===== src/rtl/id_decode_queue.sv =====
// ID-stage instruction queue: decodes 3R/shift-immediate instructions on enqueue into a DEPTH-entry FIFO.
// Optional macro DECODE_INE_EN flags OP_INVALID head entries on out_ine.
package id_decode_queue_pkg;
  localparam logic [7:0] OP_INVALID = 8'd0;
  localparam logic [7:0] OP_ADD     = 8'd1;
  localparam logic [7:0] OP_SUB     = 8'd2;
  localparam logic [7:0] OP_SLT     = 8'd3;
  localparam logic [7:0] OP_SLTU    = 8'd4;
  localparam logic [7:0] OP_NOR     = 8'd5;
  localparam logic [7:0] OP_AND     = 8'd6;
  localparam logic [7:0] OP_OR      = 8'd7;
  localparam logic [7:0] OP_XOR     = 8'd8;
  localparam logic [7:0] OP_SLL     = 8'd9;
  localparam logic [7:0] OP_SRL     = 8'd10;
  localparam logic [7:0] OP_SRA     = 8'd11;
  localparam logic [7:0] OP_MUL     = 8'd12;
  localparam logic [7:0] OP_MULH    = 8'd13;
  localparam logic [7:0] OP_MULHU   = 8'd14;
  localparam logic [7:0] OP_DIV     = 8'd15;
  localparam logic [7:0] OP_MOD     = 8'd16;
  localparam logic [7:0] OP_DIVU    = 8'd17;
  localparam logic [7:0] OP_MODU    = 8'd18;
  localparam logic [7:0] OP_BREAK   = 8'd19;
  localparam logic [7:0] OP_SYSCALL = 8'd20;
  localparam logic [7:0] OP_SLLI    = 8'd21;
  localparam logic [7:0] OP_SRLI    = 8'd22;
  localparam logic [7:0] OP_SRAI    = 8'd23;
endpackage

module id_decode_queue
  import id_decode_queue_pkg::*;
#(
  parameter int DEPTH = 4,
  parameter int OP_W  = 8,
  parameter int PC_W  = 32
) (
  input  logic                         clk,
  input  logic                         reset,
  input  logic                         flush,
  input  logic                         in_valid,
  output logic                         in_ready,
  input  logic [PC_W-1:0]              in_pc,
  input  logic [31:0]                  in_inst,
  output logic                         out_valid,
  input  logic                         out_ready,
  output logic [OP_W-1:0]              out_op,
  output logic [4:0]                   out_rd,
  output logic [4:0]                   out_rj,
  output logic [4:0]                   out_rk,
  output logic                         out_src2_imm,
  output logic [PC_W-1:0]              out_pc,
  output logic [31:0]                  out_inst,
  output logic                         out_ine,
  output logic [$clog2(DEPTH+1)-1:0]   count
);
  localparam int CW = $clog2(DEPTH+1);
  localparam int AW = (DEPTH > 1) ? $clog2(DEPTH) : 1;
  localparam logic [CW-1:0] FULL = CW'(DEPTH);

  logic [OP_W-1:0] r_op_mem   [DEPTH];
  logic            r_imm_mem  [DEPTH];
  logic [PC_W-1:0] r_pc_mem   [DEPTH];
  logic [31:0]     r_inst_mem [DEPTH];

  logic [AW-1:0]   r_wr_ptr;
  logic [AW-1:0]   r_rd_ptr;
  logic [CW-1:0]   r_count;

  logic [7:0]      w_op8;
  logic [OP_W-1:0] w_op;
  logic            w_imm;
  logic            w_push;
  logic            w_pop;

  always_comb begin
    w_op8 = OP_INVALID;
    if (in_inst[31:23] == 9'd0) begin
      case (in_inst[22:15])
        8'h20: w_op8 = OP_ADD;
        8'h22: w_op8 = OP_SUB;
        8'h24: w_op8 = OP_SLT;
        8'h25: w_op8 = OP_SLTU;
        8'h28: w_op8 = OP_NOR;
        8'h29: w_op8 = OP_AND;
        8'h2A: w_op8 = OP_OR;
        8'h2B: w_op8 = OP_XOR;
        8'h2E: w_op8 = OP_SLL;
        8'h2F: w_op8 = OP_SRL;
        8'h30: w_op8 = OP_SRA;
        8'h38: w_op8 = OP_MUL;
        8'h39: w_op8 = OP_MULH;
        8'h3A: w_op8 = OP_MULHU;
        8'h40: w_op8 = OP_DIV;
        8'h41: w_op8 = OP_MOD;
        8'h42: w_op8 = OP_DIVU;
        8'h43: w_op8 = OP_MODU;
        8'h54: w_op8 = OP_BREAK;
        8'h56: w_op8 = OP_SYSCALL;
        8'h81: w_op8 = OP_SLLI;
        8'h89: w_op8 = OP_SRLI;
        8'h91: w_op8 = OP_SRAI;
        default: w_op8 = OP_INVALID;
      endcase
    end
  end

  assign w_op  = OP_W'(w_op8);
  assign w_imm = (w_op8 == OP_SLLI) || (w_op8 == OP_SRLI) || (w_op8 == OP_SRAI);

  assign in_ready  = (r_count != FULL);
  assign out_valid = (r_count != '0);
  assign w_push    = in_valid & in_ready & ~flush;
  assign w_pop     = out_valid & out_ready & ~flush;

  // Payload storage is deliberately unreset; only pointers/count define validity.
  always_ff @(posedge clk) begin
    if (w_push) begin
      r_op_mem[r_wr_ptr]   <= w_op;
      r_imm_mem[r_wr_ptr]  <= w_imm;
      r_pc_mem[r_wr_ptr]   <= in_pc;
      r_inst_mem[r_wr_ptr] <= in_inst;
    end
  end

  always_ff @(posedge clk or posedge reset) begin
    if (reset) begin
      r_wr_ptr <= '0;
      r_rd_ptr <= '0;
      r_count  <= '0;
    end else if (flush) begin
      r_wr_ptr <= '0;
      r_rd_ptr <= '0;
      r_count  <= '0;
    end else begin
      if (w_push) r_wr_ptr <= r_wr_ptr + AW'(1);
      if (w_pop)  r_rd_ptr <= r_rd_ptr + AW'(1);
      case ({w_push, w_pop})
        2'b10:   r_count <= r_count + CW'(1);
        2'b01:   r_count <= r_count - CW'(1);
        default: r_count <= r_count;
      endcase
    end
  end

  assign out_op       = r_op_mem[r_rd_ptr];
  assign out_src2_imm = r_imm_mem[r_rd_ptr];
  assign out_pc       = r_pc_mem[r_rd_ptr];
  assign out_inst     = r_inst_mem[r_rd_ptr];
  assign out_rd       = out_inst[4:0];
  assign out_rj       = out_inst[9:5];
  assign out_rk       = out_inst[14:10];
  assign count        = r_count;

`ifdef DECODE_INE_EN
  assign out_ine = out_valid & (out_op == OP_W'(OP_INVALID));
`else
  assign out_ine = 1'b0;
`endif

endmodule


===== config.mk =====
export PLATFORM = sky130hd
export DESIGN_NAME = id_decode_queue
export DESIGN_NICKNAME = d
export VERILOG_FILES = /design/src/rtl/id_decode_queue.sv
export SDC_FILE = /design/constraint.sdc
export NUM_CORES = 1
export LEC_CHECK = 0
export ABC_AREA = 1
export BUFFER_PORTS_ARGS = -buffer_cell sky130_fd_sc_hd__buf_4
export CORE_MARGIN = 4
export CORE_UTILIZATION = 50
export DETAILED_ROUTE_END_ITERATION = 16
export HOLD_SLACK_MARGIN = 0.12
export PLACE_DENSITY = 0.74
export SETUP_SLACK_MARGIN = 0.3
export SLEW_MARGIN = 20
export SYNTH_ARGS = -nofsm -noshare
export SYNTH_HDL_FRONTEND = slang
export SYNTH_SLANG_ARGS = --single-unit
export TNS_END_PERCENT = 50

===== constraint.sdc =====
create_clock -name clk -period 8.55 [get_ports clk]
set_input_delay 0 -clock clk [delete_from_list [all_inputs] [get_ports clk]]
set_output_delay 0 -clock clk [all_outputs]
set_load 0.03 [all_outputs]

==> reports/metrics.csv, run 1 <==
stage;metric;value;unit
die;I/O pin cnt;163;
critical_path;CP max FO;97;
yosys;Post-Syn Area per Cell;13.1;sq um
critical_path;WP data required;8.55;ns
clock_network;Clock transition at path regs;0.06;ns
sta;final hold vios;0;
yosys;Synth area leader;edfxtp_1;
yosys;Synth Register Bits;287;
run;max-cap violations;0;
yosys;yosys warns;0;
clock_network;worst skew pair latency;0.52;ns
yosys;synthesized instance count;868;
critical_path;Setup Crit Path Kind;reg -> out;
yosys;Async S/R FF share, synth;0.0244;
power;Power Internal;2.88;mW
sta;Rel. slew slack;0.294;
yosys;Distinct cells, synth;29;
clock_network;Root Buffer;clkbuf_16;
yosys;Post-synth EDFFs;280;
critical_path;CP startpoint kind;flip-flop;
grt;first-pass GRT wire length;39000;microns
sta;RSZ-0062 raised after global routing;no;
min_path;Min-Delay Endpoint;r_pc_mem[3][18];
drt;Detailed Route WL;24400;microns
sta;final worst-path cycle share;0.393;
cells_and_area;layout cells sized above 1;0.220;
critical_path;Crit path max-delay family;buffers and inverters;
cells_and_area;nets;1151;
die;Die Area;25300;sq um
grt;GRT Resource Usage Total;0.189;
die;Core Area;22100;sq um
sta;endpoints failing setup;0;
sta;achievable frequency;0.297;GHz
power;Gate power share;0.293;
drt;Routed wire per std cell;17.7;microns
power;Leakage;5.27;nW
min_path;hold crit path type;in -> reg;
power;Clock power frac;0.310;
critical_path;critical path, cell by cell;inv_4 -> buf_4 -> o21ai_0 -> o22ai_1 -> buf_4;
critical_path;WP depth;5;
power;peak supply drop;204;uV
yosys;Synth Cell Area;11400;sq um
sta;setup TNS;0;ns
die;Die H;159;microns
clock_network;H-tree Lvls;1;
drt;drt initial violations;462;
critical_path;FF-to-FF path depth;5;
yosys;Commonest cells post-synth;edfxtp_1 (280), nor2_1 (171), o21ai_0 (126);
grt;pin count of the biggest net entering global routing;98;
sta;Worst Tran Pin Value;1.06;ns
die;die width;159;microns
critical_path;Worst setup EP type;output pin;
sta;Slew Limit Fails;0;
sta;final worst-path setup slack;5.19;ns
min_path;Cells on Worst Hold Path;2;
critical_path;Register-to-Register Setup Slack;5.43;ns
grt;vias in the first global route;7470;
clock_network;CTS Buffer Depth;3;
die;Rows;54;
placement;IO buf count;158;
drt;first-pass detailed-route iteration total;5;
clock_network;CTS sink count;287;
critical_path;CP peak stage delay;0.82;ns
sta;Tmin final;3.36;ns
yosys;synth top area cells;edfxtp_1 (74%), nor2_1 (5.6%), o21ai_0 (5.5%), o22ai_1 (3.8%), buf_4 (1.8%);
clock_network;CTS buffer count;28;
cells_and_area;Layout area overhead;26.8;%
power;switching part of the total;0.326;
drt;via count;7421;
drt;Via density;5.38;
critical_path;reg2reg end;r_rd_ptr[0];
placement;routability cong.;0.851;
critical_path;worst r2r src;r_rd_ptr[0];
yosys;area share of the largest cell type after synthesis;0.738;
grt;initial antenna violation count;1;
cells_and_area;Fillers;1603;
placement;pre-CTS WS;5.61;ns
critical_path;Slowest cell on crit path;buf_4;
power;Switch Pwr;1.39;mW
drt;DRC Markers;0;
die;Initial Utilization;0.516;
critical_path;crit path DAT;3.36;ns
yosys;register area share after synthesis;0.753;
power;PwrDens;295;nW/um^2
status;status;complete, no violations;
critical_path;CP Buf/Inv Count;3;
placement;DP Wirelength;13300;microns
yosys;most frequent cell after synthesis;edfxtp_1;
drt;ANT nets after route;0;
grt;Overflow after GRT;0;
critical_path;cell mode on critical path;buf_4;
sta;Worst Skew;0.0103;ns
power;Reg power frac;0.397;
clock_network;TritonCTS clock tree;yes;
yosys;Top FF cell, synth;edfxtp_1;
clock_network;postcts setup bufs;0;
clock_network;post-CTS resize count;0;
min_path;hold_sp;in_pc[18];
-- power groups by stage --
stage | clock network [mW] | logic (mW) | registers, mW
floorplan | 0 | 0.825 | 1.71
global placement | 0 | 1.21 | 1.72
detailed placement | 0 | 1.22 | 1.72
CTS | 1.34 | 1.26 | 1.69
global route | 1.40 | 1.35 | 1.70
finish | 1.32 | 1.25 | 1.69
-- kinds of logic after synthesis --
logic type      after synthesis  synth area share
flops                       287             0.753
simple gates                251            0.0884
compound gates              227             0.108
buf+inv                      95            0.0425
fa+ha+maj                     5           0.00615
xor+xnor                      2           0.00154
other cells                   1          0.000329
-- how the worst max path moves through the flow --
stage                           end  slack [ns]   startpoint
floorplan              r_imm_mem[0]        3.89     count[0]
global placement    r_pc_mem[0][24]        5.64     count[0]
detailed placement  r_pc_mem[0][24]        5.61     count[0]
CTS                     out_inst[9]        5.17  r_rd_ptr[0]
global route            out_inst[9]        4.95  r_rd_ptr[0]
finish                  out_inst[9]        5.19  r_rd_ptr[0]
-- timing repair --
action / CTS / global route
hold buffers: 73 / 0
hold endpoints to repair: 282 / 0
endpoints found under the setup margin: 0 / 0
-- routing by layer --
layer / routed length [microns] / global-route usage
met5: 0 / 0
met4: 421 / 0.0489
met3: 1390 / 0.0339
met2: 12300 / 0.336
met1: 10300 / 0.242
-- final cells by class --
class	count	area, sq um	area share
Timing Repair Buffer	240	2000	0.139
Clock buffer	31	733	0.0507
Tap cell	280	350	0.0242
Clock inverter	21	285	0.0197
Sequential cell	287	8590	0.594
Inverter	31	119	0.00823
Multi-Input combinational cell	489	2370	0.164
Antenna cell	1	2.50	0.000173
-- placed cells by master, fill, tap and decap left out, drive strengths merged --
| master | n |
|---|---|
| fa | 1 |
| dfrtp | 7 |
| clkbuf | 31 |
| dlygate4sd3 | 73 |
| nand2 | 57 |
| inv | 31 |
| a21oi | 7 |
| nand4 | 1 |
| a31oi | 1 |
| nor2 | 177 |
| xnor2 | 1 |
| clkinv | 13 |
| diode | 1 |
| buf | 167 |
| bufinv | 7 |
| edfxtp | 280 |
| clkinvlp | 1 |
| o22ai | 70 |
| ha | 4 |
| conb | 4 |
| o21ai | 149 |
| nor3 | 3 |
| nand3 | 13 |
| xor2 | 1 |
-- worst reg2reg max path, delay by kind of cell, from the launching register on --
kind	cells	cell delay (ns)
buffers and inverters	3	1.88
flip-flops	1	0.72
AND/OR/NAND/NOR	2	0.45
-- flip-flops by register name, indices dropped and copies added, names as in the netlist --
signal      flops
r_op_mem       20
r_inst_mem    128
r_pc_mem      128
r_imm_mem       4
count           3
r_wr_ptr        2
r_rd_ptr        2
-- stage by stage --
stage | power (mW) | hold slack [ns] | instance area (sq um) | util | cells
finish | 4.27 | 0.218 | 14500 | 0.654 | 1380
global route | 4.45 | 0.203 | 14500 | 0.654 | 1380
CTS | 4.29 | 0.198 | 14400 | 0.653 | 1378
detailed placement | 2.94 | -0.0252 | 12700 | 0.574 | 1253
global placement | 2.93 | -0.0209 | 12700 | 0.574 | 1253
floorplan | 2.54 | -0.197 | 11400 | - | 871
(Power assumes the default switching activity.)
==> run 2, diff against run 1 <==
PLACE_DENSITY = 0.77   (was 0.74)
clock period = 2.8 ns   (was 8.55 ns; I/O delays follow)
==> run 2 against run 1 <==
  * Worst setup slack worse by 4.7 ns
  * Power rose to 3.0 times the previous value
  * Via count grew 2.1%
  * Critical path depth is the same
  * Sequential cell count stayed put
  * Clock skew about the same
  * Critical path type unchanged
  * Largest cell class unchanged
  * Highest routed layer unchanged
==> reports/metrics.csv, run 2 (same netlist as run 1, synthesis figures left out) <==
stage;metric;value;unit
die;Die H;159;microns
drt;Via density;5.47;
sta;RSZ-0062 raised after global routing;no;
placement;pre-CTS WS;0.864;ns
placement;routability cong.;0.845;
grt;GRT Resource Usage Total;0.201;
sta;achievable frequency;0.431;GHz
cells_and_area;Largest regs;r_inst_mem (128), r_pc_mem (128), r_op_mem (20);
critical_path;crit path DAT;2.32;ns
min_path;hold crit path type;in -> reg;
power;peak supply drop;737;uV
die;Rows;54;
clock_network;postcts setup bufs;0;
critical_path;CP peak stage delay;0.62;ns
sta;Worst Tran Pin Value;0.614;ns
die;Initial Utilization;0.516;
power;Switch Pwr;4.32;mW
clock_network;worst skew pair latency;0.54;ns
sta;Worst Skew;0.0106;ns
cells_and_area;commonest non-fill, non-tap cell in the layout;edfxtp_1;
drt;via count;7579;
clock_network;CTS Buffer Depth;3;
power;Clock power frac;0.302;
grt;initial antenna violation count;0;
critical_path;worst r2r src;r_rd_ptr[0];
die;die width;159;microns
drt;first-pass detailed-route iteration total;5;
power;Leakage;5.27;nW
critical_path;Slowest cell on crit path;dfrtp_4;
critical_path;Setup Crit Path Kind;reg -> out;
placement;IO buf count;158;
critical_path;crit path launch;r_rd_ptr[1];
sta;final hold vios;0;
placement;DP Wirelength;14700;microns
cells_and_area;most frequent cells in the layout;edfxtp_1 (280), nor2_1 (167), buf_4 (166);
sta;Slew Limit Fails;0;
sta;endpoints failing setup;0;
cells_and_area;Non-Filler Instances;1385;
cells_and_area;layout cells sized above 1;0.223;
grt;Overflow after GRT;0;
sta;setup TNS;0;ns
sta;Tmin final;2.32;ns
drt;DRC Markers;0;
power;Pwr Total;13.0;mW
clock_network;Clock transition at path regs;0.06;ns
clock_network;CTS sink count;287;
drt;drt initial violations;611;
critical_path;WP depth;5;
power;Reg power frac;0.395;
sta;Rel. slew slack;0.590;
cells_and_area;Fillers;1549;
placement;placed cell count;1258;
critical_path;reg2reg end;r_rd_ptr[0];
cells_and_area;register area;8590;sq um
grt;pin count of the biggest net entering global routing;142;
power;Gate power share;0.303;
cells_and_area;Layout area overhead;27.2;%
critical_path;CP Buf/Inv Count;3;
die;Die Area;25300;sq um
critical_path;WP data required;2.80;ns
cells_and_area;Ant. Diodes;0;
critical_path;CP startpoint kind;flip-flop;
sta;final worst-path setup slack;0.477;ns
drt;ANT nets after route;0;
die;Core Area;22100;sq um
drt;Routed wire per std cell;18.8;microns
critical_path;Worst Setup EP;out_inst[22];
cells_and_area;nets;1155;
grt;vias in the first global route;7699;
critical_path;critical path, cell by cell;inv_2 -> buf_12 -> o21ai_1 -> o22ai_1 -> buf_4;
drt;Detailed Route WL;26100;microns
power;Power Internal;8.68;mW
critical_path;Worst setup EP type;output pin;
clock_network;TritonCTS clock tree;yes;
power;switching part of the total;0.332;
critical_path;Register-to-Register Setup Slack;0.74;ns
critical_path;Crit path max-delay family;buffers and inverters;
sta;final worst-path cycle share;0.830;
clock_network;Root Buffer;clkbuf_16;
status;status;complete, no violations;
grt;first-pass GRT wire length;41100;microns
clock_network;H-tree Lvls;1;
clock_network;CTS buffer count;30;
critical_path;CP max FO;60;
die;I/O pin cnt;163;
run;max-cap violations;0;
cells_and_area;area of the multi-input gates;2390;sq um
sta;hold slack;0.215;ns
power;PwrDens;896;nW/um^2
critical_path;FF-to-FF path depth;5;
-- run 2: per-stage QoR --
stage	cell area, sq um	utilization
after floorplan	11500	-
after global placement	12800	0.579
after detailed placement	12800	0.579
after CTS	14500	0.656
after global routing	14500	0.656
final	14500	0.656
-- run 2: power by group through the flow --
stage | Sequential [mW] | Clock [mW] | Combinational [mW]
CTS | 5.13 | 3.98 | 3.97
global placement | 5.20 | 0 | 3.81
finish | 5.13 | 3.92 | 3.94
floorplan | 5.21 | 0 | 2.54
detailed placement | 5.22 | 0 | 3.86
global route | 5.15 | 4.18 | 4.21
-- run 2: layout make-up --
| class | count | share of cell area |
|---|---|---|
| repair buffers | 242 | 0.142 |
| flip-flops and latches | 287 | 0.593 |
| well taps | 280 | 0.0242 |
| clock buffers | 36 | 0.0548 |
| clock inverters | 20 | 0.0134 |
| multi-input cells | 489 | 0.165 |
| inverters | 31 | 0.00820 |
-- run 2: per-layer routing --
layer	track usage	vias to the layer above	routed length, microns
met5	0	-	0
met3	0.0339	46	1570
met1	0.263	3685	10800
li1	-	3572	-
met2	0.351	276	13100
met4	0.0540	0	623
-- run 2: worst min-delay path by stage --
stage	start	endpoint	slack [ns]	cells after the start
finish	in_pc[23]	r_pc_mem[2][23]	0.21	2
global route	in_inst[5]	r_inst_mem[0][5]	0.20	2
CTS	in_inst[3]	r_inst_mem[3][3]	0.19	2
detailed placement	reset	count[2]	-0.04	2
global placement	reset	count[2]	-0.05	2
floorplan	reset	count[2]	-0.20	1
-- run 2: worst reg2reg max path, stage by stage, from the launching register on --
cell and delay, ns:
dfrtp_4 0.52, inv_4 0.29, buf_12 0.31, nor2_2 0.13
nor3_1 0.17, dlygate4sd3_1 0.57
-- run 2: repair_timing --
item,in CTS,in global routing
hold buffers,71,0
hold endpoints to repair,282,0
setup endpoints to repair,0,2
resized for setup,0,1
